[config.mk]
export PLATFORM = sky130hd
export DESIGN_NAME = pwm_quad
export DESIGN_NICKNAME = d
export VERILOG_FILES = /design/src/rtl/pwm_pkg.sv /design/src/rtl/pwm_chan.sv /design/src/rtl/pwm_quad.sv
export SDC_FILE = /design/constraint.sdc
export NUM_CORES = 1
export LEC_CHECK = 0
export CAP_MARGIN = 20
export CORE_ASPECT_RATIO = 1.4
export CORE_MARGIN = 5
export CORE_UTILIZATION = 45
export CTS_BUF_LIST = sky130_fd_sc_hd__clkbuf_4 sky130_fd_sc_hd__clkbuf_8
export DETAILED_ROUTE_END_ITERATION = 8
export PLACE_DENSITY = 0.69
export SYNTH_ARGS = -nofsm -noshare
export SYNTH_HDL_FRONTEND = slang
export SYNTH_SLANG_ARGS = --single-unit
[constraint.sdc]
create_clock -name clk -period 8 [get_ports clk]
set_input_delay 1.6 -clock clk [delete_from_list [all_inputs] [get_ports clk]]
set_output_delay 1.6 -clock clk [all_outputs]
set_load 0.02 [all_outputs]
[src/rtl/pwm_pkg.sv]
// Shared constants for the four-channel PWM generator: default width, write-select
// encodings and channel count.
package pwm_pkg;

  localparam int unsigned WIDTH_DEFAULT = 8;
  localparam int unsigned NCH           = 4;

  localparam logic [2:0] SEL_DUTY0  = 3'd0;
  localparam logic [2:0] SEL_DUTY1  = 3'd1;
  localparam logic [2:0] SEL_DUTY2  = 3'd2;
  localparam logic [2:0] SEL_DUTY3  = 3'd3;
  localparam logic [2:0] SEL_PHASE0 = 3'd4;
  localparam logic [2:0] SEL_PHASE1 = 3'd5;
  localparam logic [2:0] SEL_PHASE2 = 3'd6;
  localparam logic [2:0] SEL_PHASE3 = 3'd7;

  function automatic logic [2:0] sel_duty(int unsigned ch);
    return SEL_DUTY0 + 3'(ch);
  endfunction

  function automatic logic [2:0] sel_phase(int unsigned ch);
    return SEL_PHASE0 + 3'(ch);
  endfunction

endpackage

[src/rtl/pwm_chan.sv]
// One PWM channel: pending/active duty and phase, shadow load at the period boundary,
// phase-shifted compare and the registered output.
module pwm_chan
  import pwm_pkg::*;
#(
  parameter int unsigned Width = WIDTH_DEFAULT
) (
  input  logic             clk_i,
  input  logic             rst_ni,
  input  logic             enable_i,
  input  logic             wrap_i,
  input  logic             duty_we_i,
  input  logic             phase_we_i,
  input  logic [Width-1:0] wr_data_i,
  input  logic [Width-1:0] cnt_i,
  output logic             pwm_o
);

  logic [Width-1:0] duty_pend_q, duty_pend_d;
  logic [Width-1:0] phase_pend_q, phase_pend_d;
  logic [Width-1:0] duty_act_q, duty_act_d;
  logic [Width-1:0] phase_act_q, phase_act_d;
  logic [Width-1:0] cnt_local;
  logic             load_act;
  logic             pwm_q, pwm_d;

  always_comb begin
    duty_pend_d  = duty_we_i ? wr_data_i : duty_pend_q;
    phase_pend_d = phase_we_i ? wr_data_i : phase_pend_q;

    // Active copies the pre-write pending value, so a write in the wrap cycle
    // only shows up one period later.
    load_act    = wrap_i || !enable_i;
    duty_act_d  = load_act ? duty_pend_q : duty_act_q;
    phase_act_d = load_act ? phase_pend_q : phase_act_q;

    cnt_local = cnt_i + phase_act_q;
    pwm_d     = enable_i && (cnt_local < duty_act_q);
  end

  always_ff @(posedge clk_i or negedge rst_ni) begin
    if (!rst_ni) begin
      duty_pend_q  <= '0;
      phase_pend_q <= '0;
      duty_act_q   <= '0;
      phase_act_q  <= '0;
      pwm_q        <= 1'b0;
    end else begin
      duty_pend_q  <= duty_pend_d;
      phase_pend_q <= phase_pend_d;
      duty_act_q   <= duty_act_d;
      phase_act_q  <= phase_act_d;
      pwm_q        <= pwm_d;
    end
  end

  assign pwm_o = pwm_q;

endmodule

[src/rtl/pwm_quad.sv]
// Four-channel double-buffered PWM generator: prescaler, shared base counter,
// wrap/tick generation and write decode feeding four pwm_chan instances.
module pwm_quad
  import pwm_pkg::*;
#(
  parameter int unsigned WIDTH    = WIDTH_DEFAULT,
  parameter int unsigned PRESCALE = 46
) (
  input  logic             clk,
  input  logic             rst_n,
  input  logic             enable,
  input  logic             wr_en,
  input  logic [2:0]       wr_sel,
  input  logic [WIDTH-1:0] wr_data,
  output logic [NCH-1:0]   pwm_out,
  output logic             period_tick
);

  // Keep the prescaler at least one bit wide so PRESCALE=0 still elaborates.
  localparam int unsigned      PreW   = (PRESCALE > 0) ? $clog2(PRESCALE + 1) : 1;
  localparam logic [PreW-1:0]  PreMax = PreW'(PRESCALE);
  localparam logic [WIDTH-1:0] CntMax = {WIDTH{1'b1}};

  logic [PreW-1:0]  pre_q, pre_d;
  logic [WIDTH-1:0] cnt_q, cnt_d;
  logic             tick;
  logic             wrap;
  logic             period_tick_q;
  logic [NCH-1:0]   duty_we;
  logic [NCH-1:0]   phase_we;

  always_comb begin
    tick  = enable && (pre_q == PreMax);
    wrap  = tick && (cnt_q == CntMax);
    pre_d = '0;
    cnt_d = '0;
    if (enable) begin
      pre_d = tick ? '0 : pre_q + PreW'(1);
      cnt_d = tick ? cnt_q + WIDTH'(1) : cnt_q;
    end
  end

  always_comb begin
    duty_we  = '0;
    phase_we = '0;
    for (int unsigned i = 0; i < NCH; i++) begin
      duty_we[i]  = wr_en && (wr_sel == sel_duty(i));
      phase_we[i] = wr_en && (wr_sel == sel_phase(i));
    end
  end

  always_ff @(posedge clk or negedge rst_n) begin
    if (!rst_n) begin
      pre_q         <= '0;
      cnt_q         <= '0;
      period_tick_q <= 1'b0;
    end else begin
      pre_q         <= pre_d;
      cnt_q         <= cnt_d;
      period_tick_q <= wrap;
    end
  end

  assign period_tick = period_tick_q;

  for (genvar gi = 0; gi < NCH; gi++) begin : g_chan
    pwm_chan #(
      .Width(WIDTH)
    ) u_chan (
      .clk_i     (clk),
      .rst_ni    (rst_n),
      .enable_i  (enable),
      .wrap_i    (wrap),
      .duty_we_i (duty_we[gi]),
      .phase_we_i(phase_we[gi]),
      .wr_data_i (wr_data),
      .cnt_i     (cnt_q),
      .pwm_o     (pwm_out[gi])
    );
  end

endmodule

; ---- Word level (Yosys, flattened, before mapping)
; Index checks and enable logic that the tools add are counted.
[totals]
ff_bits = 147
latchBits = 0
mem_bits_rw = 0
romBits = 0
wordCells = 64
n_memories = 0
[op_classes]
add_sub_neg = 6
multipliers = 0
div_mod_pow = 0
n_lt_le_gt_ge = 4
eq_ne = 10
shift = 0
mux = 4
bitwise_logic = 0
reduce_logical = 17
[op_table]
columns = operator, n
row1 = 8-bit adder, 4
row2 = 8-bit < comparator, 4
row3 = 8-bit 2-to-1 mux, 2
row4 = 1-bit logical AND, 14
row5 = "3-bit == test, second input constant", 4
row6 = 6-bit 2-to-1 mux, 2
row7 = "8-bit by 1-bit adder with 8-bit output, second input constant", 1
row8 = "8-bit == test, second input constant", 1
row9 = "6-bit by 1-bit adder with 6-bit output, second input constant", 1
row10 = "3-bit by 2-bit == test with 1-bit output, second input constant", 2
row11 = "6-bit == test, second input constant", 1
row12 = "3-bit by 1-bit == test with 1-bit output, second input constant", 1
row13 = 3-bit zero test, 1
row14 = "2-bit by 1-bit inequality test with 1-bit output, second input constant", 1
row15 = 1-bit zero test, 1
row16 = 1-bit logical OR, 1

; ---- Logic depth before layout (Yosys ltp)
[logic_depth]
ltp_word = 4
mapped_depth = 12

; ---- By module
; Synthesis repeated with hierarchy kept, for this count alone.
[unflattened]
hier_cells = 664
area_unflattened_um2 = 7527.2
[by_module_without_submodules]
columns = mod, n_inst, cells_each, area_each_um2, seq_area_each_um2
row1 = pwm_chan (g_chan[0].u_chan ...), 3, 140, 1677.9, 825.8
row2 = pwm_chan (g_chan[1].u_chan), 1, 155, 1662.8, 825.8
row3 = pwm_quad, 1, 89, 830.8, 375.4

; ---- Worst setup path before layout
; OpenSTA, ideal clock, no wires.
[synth_timing]
path_type = input to register
start = in wr_sel[2]
end = reg g_chan[2].u_chan.duty_pend_q[0]
setup_ns = 0.125
arrival_ns = 2.749
required_ns = 7.875
slack_ns = 5.126
cell_stages = 4
n_path_buf = 1
path_cell_list = clkbuf_1 -> nand2b_1 -> nor3b_2 -> mux2_2
[synth_between]
elab_chain_cells = 2
[synth_rtl]
columns = element, line
row1 = "start, declared", pwm_quad.sv:13  ; input logic [2:0] wr_sel,
row2 = 3-bit by 2-bit == test with 1-bit output, pwm_quad.sv:47  ; duty_we[i] = wr_en && (wr_sel == sel_duty(i));
row3 = 1-bit logical AND, pwm_quad.sv:47
row4 = "end signal, assigned", pwm_chan.sv:49  ; duty_pend_q <= duty_pend_d;
row5 = "end, declared", pwm_chan.sv:19  ; logic [Width-1:0] duty_pend_q, duty_pend_d;
; Every way passes these cells.
; A chain may end at the register's enable or synchronous reset.

; ---- Worst setup path in the final report
[layout_timing]
start = in enable
end = reg g_chan[0].u_chan.phase_act_q[7]
[layout_between]
elab_chain_cells = 3
[layout_rtl]
columns = element, line
row1 = "start, declared", pwm_quad.sv:11  ; input logic enable,
row2 = 1-bit logical AND, pwm_quad.sv:33  ; tick = enable && (pre_q == PreMax);
row3 = 1-bit logical AND, pwm_quad.sv:34  ; wrap = tick && (cnt_q == CntMax);
row4 = 1-bit logical OR (*), pwm_chan.sv:33  ; load_act = wrap_i || !enable_i;
row5 = "end signal, assigned", pwm_chan.sv:52  ; phase_act_q <= phase_act_d;
row6 = "end, declared", pwm_chan.sv:22  ; logic [Width-1:0] phase_act_q, phase_act_d;
; Every way passes the cells marked *; elsewhere a longest branch is shown, timed or not.

==> flow_metrics.tcl <==
set metrics [dict create \
    fin_cells 835 \
    yosys-top-cells-area "dfrtp_1 50%, mux2_2 12%, ha_1 10%" \
    die_height_um 161 \
    die_x_um 118 \
    fin_ws_ns 4.55 \
    track_usage_pct 15.8 \
    power_density_nw_per_um2 252 \
    drt_wl_total_um 14100 \
    drv_slew 0 \
    die_area_um2 18900 \
    synth-seq-cells 147 \
    crit_fanout 79 \
    crit_buf_inv 2 \
    clk_pin_slew_ns 0.08 \
    pre_cts_slack_ns 4.09 \
    ys_seq_area_share_pct 50.3 \
    cts_root_buffer "clkbuf_8" \
    synthSimpleGateAreaFrac_pct 7.42 \
    post_synth_inst_count 603 \
    worstPathArrival_ns 3.78 \
    avgSynthCellArea_um2 12.1 \
    synthAdderAreaFrac_pct 11.2 \
    core_area_um2 16100 \
    grt_pass1_vias 4764 \
    fp-row-count 55 \
    leakage_nw 3.76 \
    status "finished clean" \
    final_hold_viol_count 0 \
    area_growth_pct 10.6 \
    clkLatencyLatePin_ns 0.45 \
    vias 4503 \
    cts_sinks 147 \
    end_kind "flop" \
    drive_above_1_share_pct 18.4 \
    ys_warn_count 0 \
    critPathKind "primary input to flop" \
    cap_violations 0 \
    synth_edf_count 0 \
    synth_area_leader_cell "dfrtp_1" \
    dp_cells 802 \
    peakVddDrop_uv 117 \
    worst_pin_slew_ns 0.950 \
    antenna_found_initial 0 \
    num_io_pins 20 \
    post_cts_buffers 0 \
    min_path_type "flop to flop" \
    ant_nets 0 \
    max_slew_margin_pct 36.4 \
    diodes 0 \
    htree_num_levels 4 \
    yosys-top-cells-count "147 x dfrtp_1, 76 x mux2_2, 59 x ha_1, 40 x nand2_1, 38 x o21ai_0" \
    vias_per_cell 5.39 \
    cp-start-kind "primary input" \
    cp_top_family "buffers and inverters" \
    rsz0062_at_grt "no" \
    slowest_delay_ns 0.72 \
    fin_crit_ns 3.45 \
    ys.flop_type "dfrtp_1" \
    cts_resized 0 \
    grt.overflow.total 0 \
    grt_first_pass_wirelength_um 23800 \
    cts_tree "done" \
    synth_top_family_by_area "multiplexers" \
    fmax_mhz 290 \
    io_buffers 19 \
    layout.nets 701 \
    path_cells "clkdlybuf4s50_1, o21ai_4, buf_4, mux2_2" \
    hold_buffers 0 \
    synthXorXnorAreaFrac_pct 4.43 \
    drtIter0Drc 268 \
    syn_nets 681 \
    fin_tns_setup_ns 0 \
    gp_congestion 0.826 \
    syn_area_um2 7320 \
    wl_per_cell_um 16.9 \
    grt_max_degree 82 \
    synth.distinct_cells 40 \
    first_pass_iters 4 \
    cp_slowest_cell "buf_4" \
    clock_tree.buffer_depth 2 \
    setup_violations 0 \
    cts_buffers 17 \
    hpwlAfterDp_um 9850 \
    synth_top_area_share_pct 50.3 \
    crit_required_ns 8.33 \
    start_util_pct 45.4 \
    post-route-drc-count 0 \
    muxShareOfSynthArea_pct 15.4 \
    async_reset_ff_share_pct 100 \
    finalCritPeriodShare_pct 43.1 \
    finClkSkew_ns 0.0149 \
    yosysMostFrequentCell "dfrtp_1" \
    synth-compound-area-share_pct 7.49 \
]
-- cells by family (layout without fill, tap and decap cells) --
logic type                 count (synthesis)  count (layout)
DFF                                      147             147
muxes                                    100             100
AOI/OAI and AO/OA                         92              92
buffers and inverters                     56              89
adders and majority gates                 63              63
xor gates and xnor gates                  37              37
and+or+nand+nor                          108             108
-- cells in the final DEF (no fill, tap or decap), types with 3 or more instances in the layout --
| cell | instances |
|---|---|
| a211oi_1 | 3 |
| a21oi_1 | 23 |
| clkinv_4 | 5 |
| nor2_1 | 23 |
| nand4b_1 | 6 |
| bufinv_16 | 3 |
| nor2b_1 | 3 |
| xnor2_1 | 22 |
| inv_1 | 34 |
| nand3_1 | 9 |
| clkbuf_8 | 18 |
| mux2_2 | 76 |
| clkdlybuf4s50_1 | 18 |
| ha_1 | 59 |
| xor2_1 | 15 |
| nor3_1 | 4 |
| a21o_1 | 14 |
| o21ai_0 | 38 |
| nand2_1 | 40 |
| dfrtp_1 | 147 |
| nand4_1 | 6 |
| mux2_1 | 24 |
| nand2b_1 | 7 |
| fa_1 | 4 |
| o21bai_1 | 4 |
-- report_power, final --
group / internal, mW / switching (mW)
registers: 0.897 / 0.0753
logic: 0.231 / 0.216
clock network: 0.326 / 0.291
-- sequential cells by signal, indices dropped and copies added, names as in the netlist --
register,cells
g_chan.u_chan.duty_act_q,32
g_chan.u_chan.duty_pend_q,32
g_chan.u_chan.phase_act_q,32
g_chan.u_chan.phase_pend_q,32
cnt_q,8
pre_q,6
g_chan.u_chan.pwm_o,4
period_tick,1
-- worst min-delay path: stages (launching register included) --
cell	delay, ns
dfrtp_1	0.35
nand2_1	0.04
o21ai_0	0.06
-- area by class of cell --
| class | count | area, um^2 |
|---|---|---|
| Inverter | 35 | 131 |
| Clock inverter | 13 | 175 |
| Multi-Input combinational cell | 400 | 3370 |
| Clock buffer | 19 | 255 |
| Tap cell | 199 | 249 |
| Sequential cell | 147 | 3680 |
| Timing Repair Buffer | 22 | 234 |
| Fill cell | 1403 | 8010 |
-- routing by layer --
layer / wire length, um / global-route usage [%]
met5: 0 / 0
met4: 477 / 7.36
met2: 7050 / 27.1
met1: 6190 / 19.2
met3: 371 / 3.21
-- stage by stage --
step                      utilization, %  power [mW]  cell area (um^2)  hold slack, ns
after floorplan                        -        1.31              7320           0.444
after global placement              47.4        1.40              7630           0.455
after detailed placement            47.4        1.44              7630           0.469
after CTS                           50.1        2.06              8060           0.486
after global routing                50.2        2.17              8090           0.515
final                               50.2        2.04              8090           0.482
-- final timing paths --
check	from	endpoint	slack, ns	cells after the start
min	g_chan[0].u_chan.duty_pend_q[5]$_DFFE_PN0P_	g_chan[0].u_chan.duty_act_q[5]$_DFFE_PN0P_	0.48	2
min in group asynchronous	rst_n	g_chan[0].u_chan.duty_act_q[1]$_DFFE_PN0P_	1.11	1
max in group asynchronous	rst_n	g_chan[2].u_chan.duty_pend_q[7]$_DFFE_PN0P_	5.89	3
max	enable	g_chan[0].u_chan.phase_act_q[7]$_DFFE_PN0P_	4.55	4
min reg2reg	g_chan[0].u_chan.duty_pend_q[5]$_DFFE_PN0P_	g_chan[0].u_chan.duty_act_q[5]$_DFFE_PN0P_	0.48	2
max reg2reg	cnt_q[0]$_DFFE_PN0P_	g_chan[1].u_chan.pwm_o$_DFF_PN0_	4.94	12
Power figures use the tool's default switching activity.
